--- src/rtl/lda_avalon_slave.sv ---
// Avalon-MM register block in front of the line-drawing core: stages the
// endpoints, colour and mode, snapshots them on GO, pulses o_GO, and tracks
// completion either by stalling the GO write or through a pollable busy bit.
module lda_avalon_slave (
   input  logic        clk,
   input  logic        reset,
   input  logic [2:0]  i_avs_address,
   input  logic        i_avs_read,
   input  logic        i_avs_write,
   input  logic [31:0] i_avs_writedata,
   output logic [31:0] o_avs_readdata,
   output logic        o_avs_waitrequest,
   output logic [8:0]  o_X0,
   output logic [8:0]  o_Y0,
   output logic [8:0]  o_X1,
   output logic [8:0]  o_Y1,
   output logic [2:0]  o_COLOR,
   output logic        o_GO,
   input  logic        i_DONE
);

   localparam logic [2:0] ADDR_MODE   = 3'd0;
   localparam logic [2:0] ADDR_STATUS = 3'd1;
   localparam logic [2:0] ADDR_GO     = 3'd2;
   localparam logic [2:0] ADDR_START  = 3'd3;
   localparam logic [2:0] ADDR_END    = 3'd4;
   localparam logic [2:0] ADDR_COLOR  = 3'd5;

   typedef enum logic [1:0] {
      IDLE,
      BUSY,
      FINISH
   } state_t;

   state_t     state;
   state_t     state_next;

   // staging registers written by the processor
   logic       mode;          // 0 = stall on GO, 1 = poll STATUS
   logic [8:0] start_x;
   logic [8:0] start_y;
   logic [8:0] end_x;
   logic [8:0] end_y;
   logic [2:0] color;

   logic       go_write;
   logic       go_start;
   logic       write_ok;
   logic       busy;

   // writedata bits above the widest field carry no information
   logic       unused_ok;
   assign unused_ok = &{1'b0, i_avs_writedata[31:18]};

   assign go_write = i_avs_write && (i_avs_address == ADDR_GO);
   assign busy     = (state != IDLE);

   // A stall-mode GO is held from issue until the FINISH cycle; reset
   // releases any pending stall immediately.
   assign o_avs_waitrequest = reset && go_write && !mode && (state != FINISH);
   assign write_ok          = i_avs_write && !o_avs_waitrequest;

   // Next-state logic: GO in IDLE starts a line, DONE in BUSY finishes it.
   always_comb begin
      // NOTE: every combinational output gets a default first so no path
      // through the case statement can leave it unassigned (no latches).
      state_next = state;
      go_start   = 1'b0;
      case (state)
         IDLE: begin
            if (go_write) begin
               go_start   = 1'b1;
               state_next = BUSY;
            end
         end
         BUSY: begin
            if (i_DONE) begin
               state_next = FINISH;
            end
         end
         FINISH:  state_next = IDLE;
         default: state_next = IDLE;
      endcase
   end

   // State register.
   always_ff @(posedge clk or negedge reset) begin
      // NOTE: sequential state is updated with non-blocking assignments so
      // every flop samples the pre-edge values of its neighbours.
      if (!reset) begin
         state <= IDLE;
      end else begin
         state <= state_next;
      end
   end

   // Staging registers accept writes whenever the bus is not stalled.
   always_ff @(posedge clk or negedge reset) begin
      if (!reset) begin
         mode    <= 1'b0;
         start_x <= '0;
         start_y <= '0;
         end_x   <= '0;
         end_y   <= '0;
         color   <= '0;
      end else if (write_ok) begin
         case (i_avs_address)
            ADDR_MODE:  mode <= i_avs_writedata[0];
            ADDR_START: begin
               start_x <= i_avs_writedata[8:0];
               start_y <= i_avs_writedata[17:9];
            end
            ADDR_END: begin
               end_x <= i_avs_writedata[8:0];
               end_y <= i_avs_writedata[17:9];
            end
            ADDR_COLOR: color <= i_avs_writedata[2:0];
            default: ;
         endcase
      end
   end

   // Shadow copies seen by the LDA only change when a line is started.
   always_ff @(posedge clk or negedge reset) begin
      if (!reset) begin
         o_GO    <= 1'b0;
         o_X0    <= '0;
         o_Y0    <= '0;
         o_X1    <= '0;
         o_Y1    <= '0;
         o_COLOR <= '0;
      end else begin
         o_GO <= go_start;
         if (go_start) begin
            o_X0    <= start_x;
            o_Y0    <= start_y;
            o_X1    <= end_x;
            o_Y1    <= end_y;
            o_COLOR <= color;
         end
      end
   end

   // Combinational read mux, zero-extended, zero when not reading.
   always_comb begin
      o_avs_readdata = '0;
      if (i_avs_read) begin
         case (i_avs_address)
            ADDR_MODE:   o_avs_readdata = {31'd0, mode};
            ADDR_STATUS: o_avs_readdata = {31'd0, busy};
            ADDR_START:  o_avs_readdata = {14'd0, start_y, start_x};
            ADDR_END:    o_avs_readdata = {14'd0, end_y, end_x};
            ADDR_COLOR:  o_avs_readdata = {29'd0, color};
            default:     o_avs_readdata = '0;
         endcase
      end
   end

endmodule

--- config.mk ---
export PLATFORM = sky130hd
export DESIGN_NAME = lda_avalon_slave
export DESIGN_NICKNAME = d
export VERILOG_FILES = /design/src/rtl/lda_avalon_slave.sv
export SDC_FILE = /design/constraint.sdc
export NUM_CORES = 1
export LEC_CHECK = 0
export ABC_AREA = 1
export CAP_MARGIN = 20
export CORE_MARGIN = 2
export CORE_UTILIZATION = 42
export DETAILED_ROUTE_END_ITERATION = 7
export HOLD_SLACK_MARGIN = 0.06
export PLACE_DENSITY = 0.79
export RECOVER_POWER = 100
export SETUP_SLACK_MARGIN = 0.2
export SLEW_MARGIN = 20
export SYNTH_ARGS = -nofsm -noshare
export SYNTH_HDL_FRONTEND = slang
export SYNTH_SLANG_ARGS = --single-unit
export TNS_END_PERCENT = 1
--- constraint.sdc ---
create_clock -name clk -period 1.7 [get_ports clk]
set_clock_uncertainty 0.15 [all_clocks]
set_input_delay 0.425 -clock clk [delete_from_list [all_inputs] [get_ports clk]]
set_output_delay 0.425 -clock clk [all_outputs]
set_load 0.005 [all_outputs]
### After elaboration in Yosys (flattened, before gate mapping)

Cells that the tools add are included.

| cells by class | value |
|---|---|
| reductions and logical operators | 15 |
| multiplexer cells | 7 |
| eq/ne operators | 9 |

Operator list:

| operator | number |
|---|---|
| $pmux W18 S5 | 1 |
| $mux W18 | 1 |
| $reduce_and A2 Y1 | 5 |
| $eq A3 B2 Y1 const B | 2 |
| $eq A3 B3 Y1 const B | 2 |
| $ne A2 B2 Y1 const B | 3 |
| $logic_and A1 B1 Y1 | 5 |
| $mux W2 | 2 |
| $pmux W2 S2 | 1 |
| $eq A3 B1 Y1 const B | 1 |
| $logic_not A3 Y1 | 1 |
| $eq A2 B1 Y1 const B | 1 |
| $logic_not A1 Y1 | 2 |
| $logic_not A2 Y1 | 1 |
| $mux W1 | 2 |
| $reduce_bool A2 Y1 | 1 |

| storage, ports and cells | value |
|---|---|
| output and inout bits | 73 |
| register bits | 82 |
| input bits | 40 |

### Longest topological paths before layout

| depth | value |
|---|---|
| word-level depth | 8 |
| mapped depth | 8 |

### Worst setup path after synthesis

Ideal clock, no wire load.

| timing | value |
|---|---|
| kind | input to output |
| start | input i_avs_address[0] |
| end | output o_avs_readdata[10] |
| buffers on the path | 2 |
| setup slack | -144 ps |
| stages on the path | 6 |
| data arrival time | 1,269 ps |
| cell sequence | buf_4 > inv_1 > nor2_4 > buf_2 > nand3_1 > a21oi_1 |

| between the ends | value |
|---|---|
| word-level cells in the longest chain between the ends | 3 |
| elaborated cells between the ends (all ways) | 7 |
| those cells by class | eq/ne (4); mux (2); reduce/logical (1) |

Ends and longest elaborated chain:

| item | line | text |
|---|---|---|
| from (decl) | 7 | `input logic [2:0] i_avs_address,` |
| $eq A3 B3 Y1, or another cell as far along | 148 | `case (i_avs_address)` |
| $pmux W18 S5 (*) | 148 |  |
| $mux W18 (*) | 147 | `if (i_avs_read) begin` |
| to (decl) | 11 | `output logic [31:0] o_avs_readdata,` |

Every way passes the cells marked *; elsewhere a longest branch is shown, timed or not.

### Final worst setup path

| timing | value |
|---|---|
| start | input i_avs_address[2] |
| end | output o_avs_readdata[11] |

Same word-level chain as after synthesis.

==> key figures <==
Timing
  • Max Freq: 516 MHz
  • Relative slew slack: between 20% and 30%
  • RSZ-0062 raised after global routing: true
  • Slew @ Worst Pin: between 1 and 1.5 ns
  • Fin. max-slew vios: 0
  • Clock period minus worst slack: 1.94 ns
  • PnR worst setup slack: -0.239 ns
  • Final Cycle Share: 114%
  • Final setup violation count: 58
  • Fin. Hold Viols: 0

Critical path
  • Setup crit start kind: input pin
  • Critical R2R Capture: o_Y0[6]$_DFFE_PN0P_
  • Stages on worst setup path: 7
  • CP peak stage delay: about 0.21 ns
  • Buf/Inv on CP: 4
  • Top delay family on crit path: buffers and inverters
  • Worst path cell trace: buf_8 -> nor2_4 -> buf_12 -> buf_16 -> nand3_1 -> a21oi_2 -> clkdlybuf4s15_2
  • Reg2reg path depth: 11
  • RR Startpoint: state[1]$_DFFE_PN0P_
  • Critical path arrival: 1.36 ns
  • Critical Path Start: i_avs_address[2]
  • CP Class: in2out
  • Flop-to-flop setup slack: -0.08 ns
  • Slowest stage cell, crit path: clkdlybuf4s15_2
  • Critical Path RT: 1.12 ns
  • Worst Path Max Fanout: 9
  • Critical Path Sink Type: primary output
  • End of the critical path: o_avs_readdata[11]

Clocking
  • H-tree lvl count: 3
  • Clk sink count: 82
  • Clk buf depth: 2
  • Num CTS Buffers: 9
  • Clock-pin slew on the worst setup and hold paths: 0.08 ns
  • Skew-Pair Late Insertion Delay: between 0.3 and 0.4 ns
  • CTS root buf: clkbuf_8
  • CTS tree: done
  • # hold bufs at CTS: 0

Die
  • Initial cell density of the core: 43.6%
  • Die Ht: 96.6 um
  • Die ar.: around 9300 sq um
  • Die width: 96.6 um
  • Ports: 113
  • Core Box Area: 8260 sq um
  • Row cnt: 33

Power and ir drop
  • LEAKAGE: 0.00270 uW
  • Sequential share of power: 50.9%
  • Power Internal: between 3000 and 4000 uW
  • Pwr/cell area: a little over 1000 nW/um^2
  • Power share of the clock group: 23.5%
  • Comb power frac: between 20 and 30%
  • Worst VDD drop: 0.508 mV
  • Switching share of power: 30.6%
  • Total net switching power: 1600 uW

Synth
  • Sequential area share after synthesis: 57.0%
  • Total number of yosys warnings: 0
  • Area leader, netlist: dfrtp_1
  • Syn Area/Cell: between 8 and 9 sq um
  • Gate Count Post-Synth: 425
  • Top area cells in the synthesized netlist: dfrtp_1 (57%), nand2_1 (18%), o21ai_0 (5.4%)
  • Synthesized flop and latch total: between 80 and 90
  • Share of the synthesized area in the top cell type: 57.0%
  • Post-synth cell types: 23
  • Post-Synth Simple-Gate Area: about a quarter
  • Post-Syn Area: 3600 sq um
  • Multiplexer share of the synthesized area: 0%
  • Area fraction in compound gates after synthesis: between 8 and 9%
  • XOR/XNOR share of the synthesized area: 0%
  • Largest family of logic cells by synthesized area: simple AND/OR/NAND/NOR gates
  • Adder-cell share of the synthesized area: 0%

Finish
  • Layout area overhead: 44.0%
  • Antenna fix cells: 0
  • Layout cells sized above 1: 29.2%
  • Nets: just over 600
  • Non-Filler Instances: 687

Place
  • PortBufs: 84
  • HPWL after DPL: 6860 um
  • Pre-CTS WS: -1.08 ns
  • Placed insts: 655
  • GP Congestion: approximately 0.95

Job
  • Max-Cap Viols: 0

GRT
  • First-pass GRT wire length: 16900 um
  • Initial antenna violation count: 0
  • Vias in the first global route: 3388
  • Global route overflow: 0
  • Tot GR Track Use: 24.1%
  • Largest net degree at the start of global routing: 83

Route
  • Routed wire per std cell: 15.1 um
  • # DRC: 0
  • DRT antenna net count: 0
  • Drt pass-1 iters: 4
  • Number of DRC markers in iteration 0: 181
  • DR vias: 3418
  • Final wirelength: 10400 um
  • Vias/cell: 4.98

Worst hold path
  • Hold WC Path Type: in2async

Status
  • Failing checks: negative setup slack
  • Status: finished with violations
## repair_timing
| action | in CTS | in global routing |
|---|---|---|
| buffers inserted | 12 | 0 |
| endpoints found under the setup margin | 140 | 84 |
| resized for setup | 300 | 22 |
| pin swaps | 27 | 10 |
| gates cloned | 4 | 0 |
## cell usage after synthesis (all sizes together)
master / instances
nor3: 2
clkbuf: 9
nand4: 7
nor2: 7
o21ai: 44
nand2: 177
conb: 1
a21oi: 15
inv: 30
clkinv: 1
buf: 27
and3: 1
dfrtp: 82
nand3: 22
## worst min-delay path by stage
stage / start / end / slack [ns] / cells after the start
after global routing: o_COLOR[0]$_DFFE_PN0P_ / o_COLOR[0]$_DFFE_PN0P_ / 0.35 / 2
after floorplan: reset / color[0]$_DFFE_PN0P_ / -0.02 / 0
final: reset / state[1]$_DFFE_PN0P_ / 0.27 / 2
after CTS: reset / state[1]$_DFFE_PN0P_ / 0.24 / 2
after detailed placement: o_X1[6]$_DFFE_PN0P_ / o_X1[6]$_DFFE_PN0P_ / 0.32 / 2
after global placement: o_X1[1]$_DFFE_PN0P_ / o_X1[1]$_DFFE_PN0P_ / 0.31 / 2
## power by group through the flow
stage | registers, uW | clock network (uW) | logic [uW]
finish | 2650 | 1230 | 1330
global route | 2700 | 1350 | 1490
CTS | 2630 | 1240 | 1370
detailed placement | 2660 | 0 | 1510
global placement | 2650 | 0 | 1480
floorplan | 2650 | 0 | 488
## registers in the layout (all words and copies together) (netlist names)
register  count
end_x         9
end_y         9
o_X0          9
o_X1          9
o_Y0          9
o_Y1          9
start_x       9
start_y       9
color         3
o_COLOR       3
state         2
mode          1
o_GO          1
## logic make-up (layout without fill, tap and decap cells)
logic type | after synthesis | in the layout
buffers and inverters | 67 | 211
flip-flops | 82 | 82
AND/OR/NAND/NOR | 216 | 216
AO/OA/AOI/OAI | 59 | 59
other | 1 | 14
## area by class of cell
| type | instances | area [sq um] |
|---|---|---|
| fillers | 701 | 3080 |
| clock inverters | 3 | 15.0 |
| inverters | 31 | 131 |
| flip-flops and latches | 82 | 2050 |
| clock buffers | 13 | 149 |
| repair inverters | 2 | 13.8 |
| repair buffers | 162 | 1250 |
| well taps | 105 | 131 |
| multi-input cells | 289 | 1440 |
## metrics by stage
step | instance area [sq um] | utilization (%) | hold WS (ns) | TNS [ns] | total power, uW
after floorplan | 3730 | - | -0.0206 | 0 | 3140
after global placement | 5000 | 60.5 | 0.313 | -53.38 | 4120
after detailed placement | 5000 | 60.5 | 0.315 | -56.58 | 4180
after CTS | 5220 | 63.2 | 0.241 | -3.40 | 5240
after global routing | 5180 | 62.7 | 0.351 | -9.27 | 5550
final | 5180 | 62.7 | 0.269 | -5.30 | 5210
## layout by cell type, fill, tap and decap left out, types with 7 or more instances in the layout
| master | n |
|---|---|
| o21ai_0 | 37 |
| conb_1 | 14 |
| nand2_1 | 173 |
| inv_1 | 27 |
| buf_2 | 31 |
| nand3_1 | 7 |
| dfrtp_1 | 82 |
| buf_4 | 52 |
| nand3_2 | 12 |
| clkdlybuf4s50_1 | 19 |
| clkbuf_1 | 34 |
| a21oi_2 | 15 |
| clkbuf_8 | 10 |
| buf_6 | 11 |
## metal layers
| metal | track usage, % | wire [um] | vias up |
|---|---|---|---|
| li1 | - | - | 1616 |
| met1 | 31.4 | 4410 | 1664 |
| met2 | 39.5 | 5190 | 121 |
| met3 | 3.49 | 523 | 17 |
| met4 | 11.7 | 229 | 0 |
| met5 | 0 | 0 | - |
No activity file was read; power rests on OpenSTA's default activity.
